==> config.mk <==
export PLATFORM = sky130hd
export DESIGN_NAME = fibonacci_index
export DESIGN_NICKNAME = d
export VERILOG_FILES = /design/src/rtl/fib_pkg.sv /design/src/rtl/fibonacci_index.sv
export SDC_FILE = /design/constraint.sdc
export NUM_CORES = 1
export LEC_CHECK = 0
export ABC_CLOCK_PERIOD_IN_PS = 3600
export CORE_ASPECT_RATIO = 0.6
export CORE_MARGIN = 2
export CORE_UTILIZATION = 59
export DETAILED_ROUTE_END_ITERATION = 10
export MAX_ROUTING_LAYER = met4
export PLACE_DENSITY_LB_ADDON = 0.1
export RECOVER_POWER = 100
export SLEW_MARGIN = 20
export SYNTH_ARGS = -nofsm -noshare
export SYNTH_HDL_FRONTEND = slang
export SYNTH_SLANG_ARGS = --single-unit
==> constraint.sdc <==
create_clock -name clk -period 3.6 [get_ports clk]
set_input_delay 0.72 -clock clk [delete_from_list [all_inputs] [get_ports clk]]
set_output_delay 0.72 -clock clk [all_outputs]
set_load 0.005 [all_outputs]
==> src/rtl/fib_pkg.sv <==
// -----------------------------------------------------------------------------
// fib_pkg
// Shared definitions for the Fibonacci generator / index decoder pair.
//   state_t      : controller states of the index decoder
//   FIB_WIDTH    : default data width of values and Fibonacci registers
//   FIB_MAX_IDX  : largest index n whose F(n) fits in FIB_WIDTH bits
// -----------------------------------------------------------------------------
package fib_pkg;

  typedef enum logic [1:0] {
    IDLE   = 2'd0,
    SEARCH = 2'd1,
    DONE   = 2'd2
  } state_t;

  localparam int FIB_WIDTH   = 16;
  localparam int FIB_MAX_IDX = 24;  // F(24)=46368, F(25)=75025 > 65535

endpackage : fib_pkg

==> src/rtl/fibonacci_index.sv <==
// -----------------------------------------------------------------------------
// fibonacci_index
// Inverse of the Fibonacci generator: for a value V finds the smallest index
// n >= 1 with F(n) >= V (n = 0 for V = 0), flags an exact hit, and flags when
// no representable F(n) reaches V. Start/done level handshake.
//
// Ports:
//   clk      in   rising-edge clock
//   reset_n  in   asynchronous active-low reset
//   din      in   value V, captured when a search starts in IDLE
//   start    in   request level; rising in IDLE begins a search,
//                 dropping in DONE acknowledges the result
//   dout     out  resulting index n (0 unless done)
//   exact    out  F(n) == V (0 unless done)
//   ovf      out  V exceeds every representable F(n) (0 unless done)
//   done     out  result valid
//   busy     out  search in progress
// -----------------------------------------------------------------------------
module fibonacci_index
  import fib_pkg::*;
#(
  parameter int WIDTH = FIB_WIDTH
) (
  input  logic             clk,
  input  logic             reset_n,
  input  logic [WIDTH-1:0] din,
  input  logic             start,
  output logic [WIDTH-1:0] dout,
  output logic             exact,
  output logic             ovf,
  output logic             done,
  output logic             busy
);

  state_t           r_state;
  logic [WIDTH-1:0] r_a;       // F(idx-1)
  logic [WIDTH-1:0] r_b;       // F(idx)
  logic [WIDTH-1:0] r_idx;
  logic [WIDTH-1:0] r_target;
  logic             r_exact;
  logic             r_ovf;

  state_t           w_state_next;
  logic [WIDTH-1:0] w_a_next;
  logic [WIDTH-1:0] w_b_next;
  logic [WIDTH-1:0] w_idx_next;
  logic [WIDTH-1:0] w_target_next;
  logic             w_exact_next;
  logic             w_ovf_next;

  // One bit wider than the operands so the carry reveals that the next
  // Fibonacci number no longer fits.
  logic [WIDTH:0]   w_sum;
  assign w_sum = {1'b0, r_a} + {1'b0, r_b};

  // ---------------------------------------------------------------------------
  // Next-state / next-data logic
  // ---------------------------------------------------------------------------
  always_comb begin
    w_state_next  = r_state;
    w_a_next      = r_a;
    w_b_next      = r_b;
    w_idx_next    = r_idx;
    w_target_next = r_target;
    w_exact_next  = r_exact;
    w_ovf_next    = r_ovf;

    case (r_state)
      IDLE: begin
        if (start) begin
          w_target_next = din;
          w_a_next      = '0;
          w_b_next      = WIDTH'(1);
          w_idx_next    = WIDTH'(1);
          w_exact_next  = 1'b0;
          w_ovf_next    = 1'b0;
          w_state_next  = SEARCH;
        end
      end

      SEARCH: begin
        if (r_target == '0) begin
          // F(0)=0 is the only index that matches zero.
          w_idx_next   = '0;
          w_exact_next = 1'b1;
          w_ovf_next   = 1'b0;
          w_state_next = DONE;
        end else if (r_b >= r_target) begin
          w_exact_next = (r_b == r_target);
          w_ovf_next   = 1'b0;
          w_state_next = DONE;
        end else if (w_sum[WIDTH]) begin
          // idx stays at the last index whose F(idx) is representable.
          w_exact_next = 1'b0;
          w_ovf_next   = 1'b1;
          w_state_next = DONE;
        end else begin
          w_a_next   = r_b;
          w_b_next   = w_sum[WIDTH-1:0];
          w_idx_next = r_idx + WIDTH'(1);
        end
      end

      DONE: begin
        // Holding start keeps the result; a new search needs a fresh rise.
        if (!start) begin
          w_state_next = IDLE;
        end
      end

      default: begin
        w_state_next  = IDLE;
        w_a_next      = '0;
        w_b_next      = '0;
        w_idx_next    = '0;
        w_target_next = '0;
        w_exact_next  = 1'b0;
        w_ovf_next    = 1'b0;
      end
    endcase
  end

  // ---------------------------------------------------------------------------
  // State registers
  // ---------------------------------------------------------------------------
  always_ff @(posedge clk or negedge reset_n) begin
    if (!reset_n) begin
      r_state  <= IDLE;
      r_a      <= '0;
      r_b      <= '0;
      r_idx    <= '0;
      r_target <= '0;
      r_exact  <= 1'b0;
      r_ovf    <= 1'b0;
    end else begin
      r_state  <= w_state_next;
      r_a      <= w_a_next;
      r_b      <= w_b_next;
      r_idx    <= w_idx_next;
      r_target <= w_target_next;
      r_exact  <= w_exact_next;
      r_ovf    <= w_ovf_next;
    end
  end

  // ---------------------------------------------------------------------------
  // Outputs: decoded from registers only, forced to zero outside DONE.
  // ---------------------------------------------------------------------------
  assign done  = (r_state == DONE);
  assign busy  = (r_state == SEARCH);
  assign dout  = done ? r_idx : '0;
  assign exact = done & r_exact;
  assign ovf   = done & r_ovf;

endmodule : fibonacci_index

== Yosys cells after proc, flatten, opt, wreduce, memory -nomap -nowiden ==
Index checks and enable logic that the tools add are counted.
Storage, ports and cells
  register bits after elaboration: 68
  bits of input ports: 19
  output and inout port bits: 20
  word-level logic and storage cells: 65
Operators by class
  add/sub/neg operators: 2
  order comparisons: 1
  eq/ne operators: 11
  muxes and demuxes: 32
  bitwise logic cells: 4
  reduce and logical (&&, ||, !) cells: 8
Operators with widths (number)
  $mux W16: 13
  $pmux W16 S3: 3
  $pmux W16 S2: 1
  $add A16 B16 Y17: 1
  $add A16 B1 Y16 const B: 1
  $eq A16 B16 Y1: 1
  $ge A16 B16 Y1: 1
  $logic_not A16 Y1: 1
  $mux W2: 5
  $ne A2 B2 Y1 const B: 5
  $mux W1: 7
  $pmux W1 S3: 2
  $pmux W2 S3: 1
  $reduce_and A3 Y1: 2
  $reduce_and A5 Y1: 1
  $ne A4 B1 Y1 const B: 1
  $reduce_and A4 Y1: 1
  $ne A3 B2 Y1 const B: 1
  $ne A3 B3 Y1 const B: 1
  $and A1 B1 Y1: 2
  $eq A2 B1 Y1 const B: 1
  $eq A2 B2 Y1 const B: 1
  $logic_not A2 Y1: 1
  $not A1 Y1: 2
  2 further kinds: 2

== Longest topological paths before layout ==
Gate-level depths: netlist of run 1.
  depth after elaboration: 5
  depth in mapped cells: 10
  depth with buffers taken out: 9

== Worst setup path before layout of run 1 ==
OpenSTA, ideal clock, no wires.
  path type: flip-flop to flip-flop
  start point: register r_b[0]
  end point: register r_idx[10]
  setup time: 0.133 ns
  arrival: 2.580 ns
  required time: 3.467 ns
  path slack: 0.886 ns
  cell stages (with the launch flop): 11
  path buffers: 1
  period minus slack after synthesis: 2.714 ns
  cell sequence: dfrtp_1 -> ha_1 -> fa_1 -> a211oi_1 -> o21ai_1 -> a21oi_2 -> o21ai_1 -> or3_1 -> buf_2 -> o311ai_1 -> nand3_1
On the way
  word-level cells in the longest chain between the ends: 3
  elaborated cells between the ends (all ways): 5
  those cells by class: 1 x add/sub; 1 x order compare; 2 x eq/ne; 1 x reduce/logical
RTL lines
  start, declared: line fibonacci_index.sv:37  | logic [WIDTH-1:0] r_b;
  start signal, assigned: line fibonacci_index.sv:138  | r_b <= w_b_next;
  $add A16 B16 Y17 or $ge A16 B16 Y1 (tied branches): line fibonacci_index.sv:54, fibonacci_index.sv:88
  $ne A3 B2 Y1 (no line) or $ne A3 B3 Y1 (tied branches)
  $reduce_and A4 Y1 (no line) *
  end signal, assigned: line fibonacci_index.sv:139  | r_idx <= w_idx_next;
  end, declared: line fibonacci_index.sv:38  | logic [WIDTH-1:0] r_idx;
Mark *: on every way between the ends. The rest lies on a longest branch, timed or not.
A chain may end at the register's enable or synchronous reset.

== Final worst setup path of run 1 ==
Ends and elaborated chain as after synthesis.

==> results_dict.tcl, run 1 <==
set metrics [dict create \
    grt_max_degree 33 \
    syn-cell-area_um2 4453 \
    cts_hold_buf 0 \
    r2r-start "r_b[0]" \
    coreArea_um2 7297 \
    cp_data_arrival_time_ns 3.56 \
    min_period_ns 3.350 \
    yosys-top-cells-area "dfrtp_1 38%, ha_1 10%, o21ai_0 7.2%" \
    first_pass_iters 6 \
    fmax_mhz 298.5 \
    rsz0062_at_grt "false" \
    r2r_slack_ns 0.25 \
    io_pins 39 \
    clk_pin_slew_worst_paths_ns 0.06 \
    gp_congestion 0.8879 \
    syn-instance-count 520 \
    synth.top_cell.area_share_pct 38.21 \
    p_sw_share_pct 40.43 \
    grt.total_usage_pct 29.94 \
    wire_per_inst_um 16.91 \
    nets 607 \
    worstSetupPathType "reg -> reg" \
    hp-start "r_target[4]" \
    p_seq_share_pct 31.6 \
    synth-seq-cells 68 \
    avgSynthCellArea_um2 8.564 \
    io_buffer_count 38 \
    cts-root-buf "clkbuf_16" \
    areaGrowthSynthToFinish_pct 17.50 \
    clk-insertion-delay-late_ns 0.34 \
    power_density_nw_per_um2 616.8 \
    drive_gt1_share_pct 5.216 \
    syn_nets 576 \
    p_sw_uw 1305 \
    dp_hpwl_mm 8.052 \
    crit_path_start_kind "register" \
    drt_iter0_drc 371 \
    cp-end-kind "register" \
    wl_mm 11.16 \
    ctsResizeCount 0 \
    cts_tree "built" \
    min_to "r_target[4]" \
    yosysTopAreaCell "dfrtp_1" \
    grt_pass1_wl_mm 18.55 \
    initial_utilization_pct 61.03 \
    status "complete, but fails checks" \
    n_antenna_cell 0 \
    cts-buffers-inserted 9 \
    yosysSeqAreaShare_pct 38.21 \
    period_share_pct 93.06 \
    cts_max_level 3 \
    maxCapViolations 1 \
    synth-edff-count 0 \
    critPathMaxFanout 11 \
    yosys_warnings 0 \
    postCtsSetupRepairBufs 0 \
    die-height_um 71.30 \
    slew_headroom_pct -10.52 \
    finalSetupTns_ns 0 \
    dieArea_um2 8281 \
    fp.dieW_um 116.2 \
    via_count 3965 \
    leakage_uw 0.002432 \
    comb_power_share_pct 39.4 \
    drc 0 \
    regToRegEndpoint "r_idx[10]" \
    setup_viol 0 \
    maxSlewViolCount 28 \
    vdd_drop_max_uv 418.9 \
    critPathLaunch "r_b[0]" \
    grt_pass1_vias 3613 \
    rows 24 \
    ff2ff_path_depth 9 \
    clock_skew_ns 0.007422 \
    clock_path_buffers 2 \
    power.internal_uw 1923 \
    hold_depth 2 \
    hold_path_class "reg -> reg" \
    ant_nets 0 \
    yosysUniqueCellTypes 53 \
    critPathRequiredTime_ns 3.81 \
    yosys.cell_count.top_type "dfrtp_1" \
    tightest_slew_ns 1.658 \
    async_flop_share_pct 100.0 \
    clockPowerShare_pct 29.1 \
    violations "max-capacitance violations, max-slew violations" \
    power.total_uw 3228 \
    nFillCells 573 \
    hold_viol 0 \
    grt_overflow 0 \
    avgViaCountPerCell 6.008 \
    synth_common_cells "68 x dfrtp_1, 64 x o21ai_0, 54 x inv_1, 50 x nand2_1, 45 x nand3_1" \
    cts.sinks 68 \
    antenna_found_initial 0 \
    yosys_most_used_dff "dfrtp_1" \
]
critical path, cell delays in order (launching register included):
cell	delay, ns
dfrtp_1	0.41
ha_1	0.23
fa_1	0.44
a211oi_1	0.32
o21ai_1	0.22
a21oi_2	0.18
o21ai_1	0.29
or3_1	0.62
o311ai_0	0.39
nand3_1	0.12
metal layers:
layer	vias to the layer above	global-route usage [%]	share of wire, %
li1	1924	-	-
met1	1864	47.38	51
met2	167	38.40	40
met3	10	6.853	7.9
met4	0	7.011	0.93
met5	-	-	0
cell usage in the layout, fill, tap and decap left out, types with 3 or more instances in the layout:
cell and n:
a21o_1 9, nor4_1 6, and2_0 6, dlygate4sd3_1 14, a21oi_1 23, o41a_1 6
o21ai_0 64, clkdlybuf4s50_1 23, clkbuf_1 3, nand2_1 50, buf_4 6, xor2_1 4
xnor2_1 8, o21ai_1 3, ha_1 36, inv_1 54, dfrtp_1 68, and2_1 14
o211ai_1 4, o31ai_1 8, clkbuf_16 9, a211oi_1 3, nand3_1 45, nand2b_1 7
nand4_1 4, or3_1 3, o311ai_0 5, nor3_1 4, nor2b_1 3, clkinv_2 3
a31oi_1 3, nor2_1 11, nand4b_1 4, and3_1 12
how the worst max path moves through the flow:
stage	slack [ns]	depth (start not counted)	endpoint
final	0.25	9	r_idx[10]
after global routing	0.004	10	r_idx[2]
after CTS	0.26	10	r_idx[2]
after detailed placement	0.29	10	r_idx[2]
after global placement	0.46	10	r_idx[6]
after floorplan	0.89	10	r_idx[10]
registers in the layout, summed over array words and instances, names as in the netlist:
name,flops
r_idx,16
r_b,16
r_exact,1
r_a,16
r_ovf,1
r_target,16
r_state,2
final cells by class:
cell class / count / area, um2 / share of cell area [%]
multi-input combinational: 372 / 2455 / 46.92
clock inverter: 7 / 91.34 / 1.746
tap: 104 / 130.1 / 2.487
inverter: 54 / 202.7 / 3.874
clock buffer: 9 / 225.2 / 4.304
timing repair buffer: 46 / 426.7 / 8.154
sequential: 68 / 1702 / 32.52
stage by stage:
stage	util [%]	cells	setup WS [ns]	cell area [um2]	hold WS [ns]
after floorplan	-	520	0.8863	4453	0.4244
after global placement	67.49	644	0.4648	4925	0.4908
after detailed placement	67.49	644	0.2945	4925	0.5021
after CTS	71.83	660	0.2649	5241	0.4389
after global routing	71.71	660	0.003809	5233	0.5600
final	71.71	660	0.2498	5233	0.5105
cells by family after synthesis:
| kind of cell | Yosys count | share of synthesized area, % |
|---|---|---|
| DFF | 68 | 38.21 |
| adders and majority gates | 37 | 10.56 |
| buffers and inverters | 80 | 6.912 |
| and+or+nand+nor | 175 | 20.71 |
| xor gates and xnor gates | 12 | 2.360 |
| AOI/OAI and AO/OA | 148 | 21.24 |
power groups by stage:
stage	Combinational (uW)	Sequential, uW	Clock (uW)
2_1_floorplan	911	989	0
3_3_place_gp	1220	1020	0
3_5_place_dp	1250	1030	0
4_1_cts	1260	1020	952
5_1_grt	1420	1040	984
6_report	1270	1020	938
Note: power is estimated with default switching activity, not from simulation.
==> inputs of run 2 (changes only) <==
--- a/config.mk
+++ b/config.mk
@@ -12,7 +12,7 @@
 export DETAILED_ROUTE_END_ITERATION = 10
 export MAX_ROUTING_LAYER = met4
 export PLACE_DENSITY_LB_ADDON = 0.1
-export RECOVER_POWER = 100
+export RECOVER_POWER = 25
 export SLEW_MARGIN = 20
 export SYNTH_ARGS = -nofsm -noshare
 export SYNTH_HDL_FRONTEND = slang
==> results_dict.tcl, run 2 (synthesized netlist as in run 1, its figures left out) <==
set metrics [dict create \
    status "complete, but fails checks" \
    violations "max-capacitance violations, max-slew violations" \
    rsz0062_at_grt "false" \
    fp.dieW_um 116.2 \
    hold_viol 0 \
    ant_nets 0 \
    grt_max_degree 33 \
    wl_met1_mm 5.773 \
    clock_skew_ns 0.007869 \
    via_count 3975 \
    hold_depth 2 \
    areaGrowthSynthToFinish_pct 17.59 \
    wl_mm 11.17 \
    critPathRequiredTime_ns 3.83 \
    cts_tree "built" \
    ff2ff_path_depth 10 \
    crit_buf_inv 1 \
    final_common_cell "dfrtp_1" \
    worstSetupPathType "reg -> reg" \
    power_density_nw_per_um2 618.0 \
    drive_gt1_share_pct 5.396 \
    grt_pass1_vias 3613 \
    grt_pass1_wl_mm 18.55 \
    fmax_mhz 298.8 \
    path_cells "ha_1, fa_1, a211oi_1, o21ai_1, a21oi_2, o21ai_1, buf_4, nor3_4, nand2_2, o31ai_1" \
    initial_utilization_pct 61.03 \
    crit_path_start_kind "register" \
    cp_data_arrival_time_ns 3.57 \
    period_share_pct 92.98 \
    die-height_um 71.30 \
    nets 607 \
    fin_cells 660 \
    dp_hpwl_mm 8.052 \
    clockPowerShare_pct 29.0 \
    antenna_found_initial 0 \
    avgViaCountPerCell 6.023 \
    min_period_ns 3.347 \
    finalSetupTns_ns 0 \
    cp.depth 10 \
    p_sw_uw 1309 \
    n_antenna_cell 0 \
    final_cell_mix "68 x dfrtp_1, 64 x o21ai_0, 54 x inv_1" \
    critPathMaxFanout 10 \
    first_pass_iters 5 \
    clock_path_buffers 2 \
    gp_congestion 0.8879 \
    comb_power_share_pct 39.5 \
    clk_pin_slew_worst_paths_ns 0.05 \
    cp_common_cell "o21ai_1" \
    rows 24 \
    hold_path_class "reg -> reg" \
    slew_headroom_pct -10.44 \
    p_seq_share_pct 31.5 \
    top_layer "met4" \
    cts_max_level 3 \
    critPathTopFamily "compound AO/OA/AOI/OAI gates" \
    cts-buffers-inserted 9 \
    grt.total_usage_pct 29.94 \
    p_sw_share_pct 40.46 \
    cpPeakStageDelay_ns 0.44 \
    wl_met2_mm 4.462 \
    cts-root-buf "clkbuf_16" \
    maxSlewViolCount 28 \
    io_buffer_count 38 \
    vdd_drop_max_uv 415.7 \
    dp.cells 644 \
    cts.sinks 68 \
    dieArea_um2 8281 \
    drc 0 \
    io_pins 39 \
    coreArea_um2 7297 \
    grt_overflow 0 \
    clk-insertion-delay-late_ns 0.34 \
    power.internal_uw 1927 \
    cts_hold_buf 0 \
    tightest_slew_ns 1.657 \
    wire_per_inst_um 16.92 \
    leakage_uw 0.002394 \
    setup_viol 0 \
    drt_iter0_drc 367 \
    cp_slowest_cell "fa_1" \
    maxCapViolations 1 \
    cp-end-kind "register" \
    wl_met3_um 825 \
]
run 2: path summary, 6_finish.rpt:
check,to,from,slack [ns]
worst max-delay path,r_idx[2],r_b[0],0.25
worst min-delay path,r_target[1],r_target[1],0.51
worst max register to register,r_idx[2],r_b[0],0.25
worst min register to register,r_target[1],r_target[1],0.51
max in group asynchronous,r_b[6],reset_n,1.12
min in group asynchronous,r_b[8],reset_n,0.80
run 2: through the flow:
stage | hold slack (ns) | setup slack, ns | total power (uW) | utilization, % | instance area [um2]
finish | 0.5124 | 0.2529 | 3236 | 71.76 | 5236
floorplan | 0.4244 | 0.8863 | 1899 | - | 4453
global route | 0.5600 | 0.003809 | 3444 | 71.76 | 5236
global placement | 0.4908 | 0.4648 | 2234 | 67.49 | 4925
CTS | 0.4389 | 0.2649 | 3231 | 71.83 | 5241
detailed placement | 0.5021 | 0.2945 | 2277 | 67.49 | 4925
run 2: layout make-up:
| cell class | count | area, um2 |
|---|---|---|
| Inverter | 54 | 202.7 |
| Timing Repair Buffer | 46 | 430.4 |
| Fill cell | 571 | 2061 |
| Tap cell | 104 | 130.1 |
| Sequential cell | 68 | 1702 |
| Clock buffer | 9 | 225.2 |
| Clock inverter | 7 | 91.34 |
| Multi-Input combinational cell | 372 | 2455 |
run 2: what timing repair did:
item | in CTS | in global routing
endpoints found under the setup margin | 0 | 5
gates resized for setup | 0 | 0
buffers inserted | 0 | 0
run 2: layer usage:
metal	vias up	global-route usage [%]
li1	1919	-
met1	1883	47.38
met2	163	38.40
met3	10	6.853
met4	0	7.011
met5	-	-
run 2: tightest hold or removal path, stage by stage (launching register included):
cell	delay [ns]
dfrtp_1	0.37
nand2_1	0.05
o21ai_0	0.06
run 2: power groups by stage:
| stage | Combinational, uW | Sequential [uW] | Clock [uW] |
|---|---|---|---|
| 2_1_floorplan | 911 | 989 | 0 |
| 3_3_place_gp | 1220 | 1020 | 0 |
| 3_5_place_dp | 1250 | 1030 | 0 |
| 4_1_cts | 1260 | 1020 | 952 |
| 5_1_grt | 1420 | 1040 | 984 |
| 6_report | 1280 | 1020 | 938 |
==> inputs of run 3 (changes only) <==
--- a/config.mk
+++ b/config.mk
@@ -7,7 +7,6 @@
 export LEC_CHECK = 0
 export ABC_CLOCK_PERIOD_IN_PS = 3600
 export CORE_ASPECT_RATIO = 0.6
-export CORE_MARGIN = 2
 export CORE_UTILIZATION = 59
 export DETAILED_ROUTE_END_ITERATION = 10
 export MAX_ROUTING_LAYER = met4
==> results_dict.tcl, run 3 (synthesized netlist as in run 1, its figures left out) <==
set metrics [dict create \
    status "complete, but fails checks" \
    ant_nets 0 \
    finalSetupTns_ns 0 \
    drt_iter0_drc 367 \
    cts_hold_buf 0 \
    vdd_drop_max_uv 471.2 \
    grt.total_usage_pct 31.21 \
    clk_pin_slew_worst_paths_ns 0.05 \
    nets 608 \
    hold_path_class "reg -> reg" \
    power_density_nw_per_um2 600.8 \
    wl_mm 10.92 \
    min_period_ns 3.318 \
    coreArea_um2 7267 \
    clock_path_buffers 2 \
    period_share_pct 92.16 \
    crit_path_start_kind "register" \
    setup_ws_ns 0.2824 \
    first_pass_iters 5 \
    wire_per_inst_um 16.55 \
    critPathMaxFanout 28 \
    ctsResizeCount 0 \
    cts_tree "built" \
    setup_viol 0 \
    r2r_slack_ns 0.28 \
    via_count 4001 \
    cts.sinks 68 \
    grt_pass1_wl_mm 18.38 \
    r2r-start "r_b[0]" \
    gp_congestion 0.9196 \
    nFillCells 597 \
    fp.dieW_um 114.2 \
    drive_gt1_share_pct 5.216 \
    grt_overflow 0 \
    dp_hpwl_mm 7.781 \
    dieArea_um2 7910 \
    hold_viol 0 \
    hold_depth 2 \
    place_ws_ns 0.3834 \
    hp-start "r_target[11]" \
    die-height_um 69.30 \
    cts-buffers-inserted 9 \
    grt_pass1_vias 3641 \
    min_to "r_target[11]" \
    clk-insertion-delay-late_ns 0.34 \
    areaGrowthSynthToFinish_pct 17.08 \
    io_pins 39 \
    ff2ff_path_depth 10 \
    regToRegEndpoint "r_b[2]" \
    tightest_slew_ns 2.474 \
    antenna_found_initial 0 \
    final_common_cell "dfrtp_1" \
    leakage_uw 0.002388 \
    violations "max-capacitance violations, max-slew violations" \
    clock_skew_ns 0.005084 \
    critPathRequiredTime_ns 3.84 \
    n_antenna_cell 0 \
    final_cell_mix "68 x dfrtp_1, 64 x o21ai_0, 54 x inv_1" \
    cts_max_level 3 \
    initial_utilization_pct 61.28 \
    rsz0062_at_grt "false" \
    maxSlewViolCount 45 \
    grt_max_degree 45 \
    cp_data_arrival_time_ns 3.56 \
    cts-root-buf "clkbuf_16" \
    slew_headroom_pct -64.93 \
    fmax_mhz 301.4 \
    maxCapViolations 1 \
    drc 0 \
    rows 24 \
    cp-end-kind "register" \
    avgViaCountPerCell 6.062 \
    postCtsSetupRepairBufs 0 \
    worstSetupPathType "reg -> reg" \
    io_buffer_count 38 \
]
-- run 3: changes by cell type in the layout (fill, tap and decap cells not counted) --
cell        before  now
clkinvlp_4       1    0
clkbuf_8         0    2
clkbuf_1         2    3
clkinv_2         3    2
buf_12           0    1
bufinv_16        2    0
clkinv_4         1    0
buf_4            7    8
-- run 3: area by class of cell --
cell class              instances  area [um2]  share of cell area, %
repair buffers                 47       454.2                  8.711
clock buffers                  13       260.3                  4.992
clock inverters                 2       10.01                 0.1920
inverters                      54       202.7                  3.888
multi-input cells             372        2455                  47.08
flip-flops and latches         68        1702                  32.64
well taps                     104       130.1                  2.496
-- run 3: stage by stage --
step | hold slack [ns] | instance area, um2 | power [uW] | util [%] | std cells
floorplan | 0.4244 | 4453 | 1899 | - | 520
global placement | 0.4903 | 4945 | 2244 | 68.04 | 645
detailed placement | 0.4993 | 4945 | 2287 | 68.04 | 645
CTS | 0.5111 | 5215 | 3115 | 71.76 | 660
global route | 0.5236 | 5214 | 3344 | 71.75 | 660
finish | 0.5045 | 5214 | 3132 | 71.75 | 660
-- run 3: critical path, cell delays in order (launching register included) --
cell,delay (ns)
dfrtp_1,0.39
inv_1,0.08
ha_1,0.30
nand2b_1,0.15
a2111o_1,0.43
a32oi_2,0.24
nand2_1,0.42
o32ai_4,0.65
buf_4,0.35
nand3_1,0.10
o21ai_0,0.11
-- run 3: worst max-delay path by stage --
stage | slack (ns) | end | startpoint | depth (start not counted)
finish | 0.28 | r_b[2] | r_b[0] | 10
global placement | 0.51 | r_idx[10] | r_b[0] | 9
global route | 0.07 | r_b[2] | r_b[0] | 10
detailed placement | 0.38 | r_a[4] | r_b[0] | 10
CTS | 0.32 | r_b[2] | r_b[0] | 10
floorplan | 0.89 | r_idx[10] | r_b[0] | 10
-- run 3: power breakdown --
part	internal (uW)	switching [uW]	total, uW
logic	445	854	1300
clock network	498	321	819
registers	896	119	1010
total	1840	1290	3130
-- run 3: layer usage --
metal,GRT usage (%),up-vias,part of all wire (%)
met5,-,-,0
met4,8.081,0,1.3
met3,7.168,20,10
met2,40.81,200,39
met1,48.05,1856,50
li1,-,1925,-
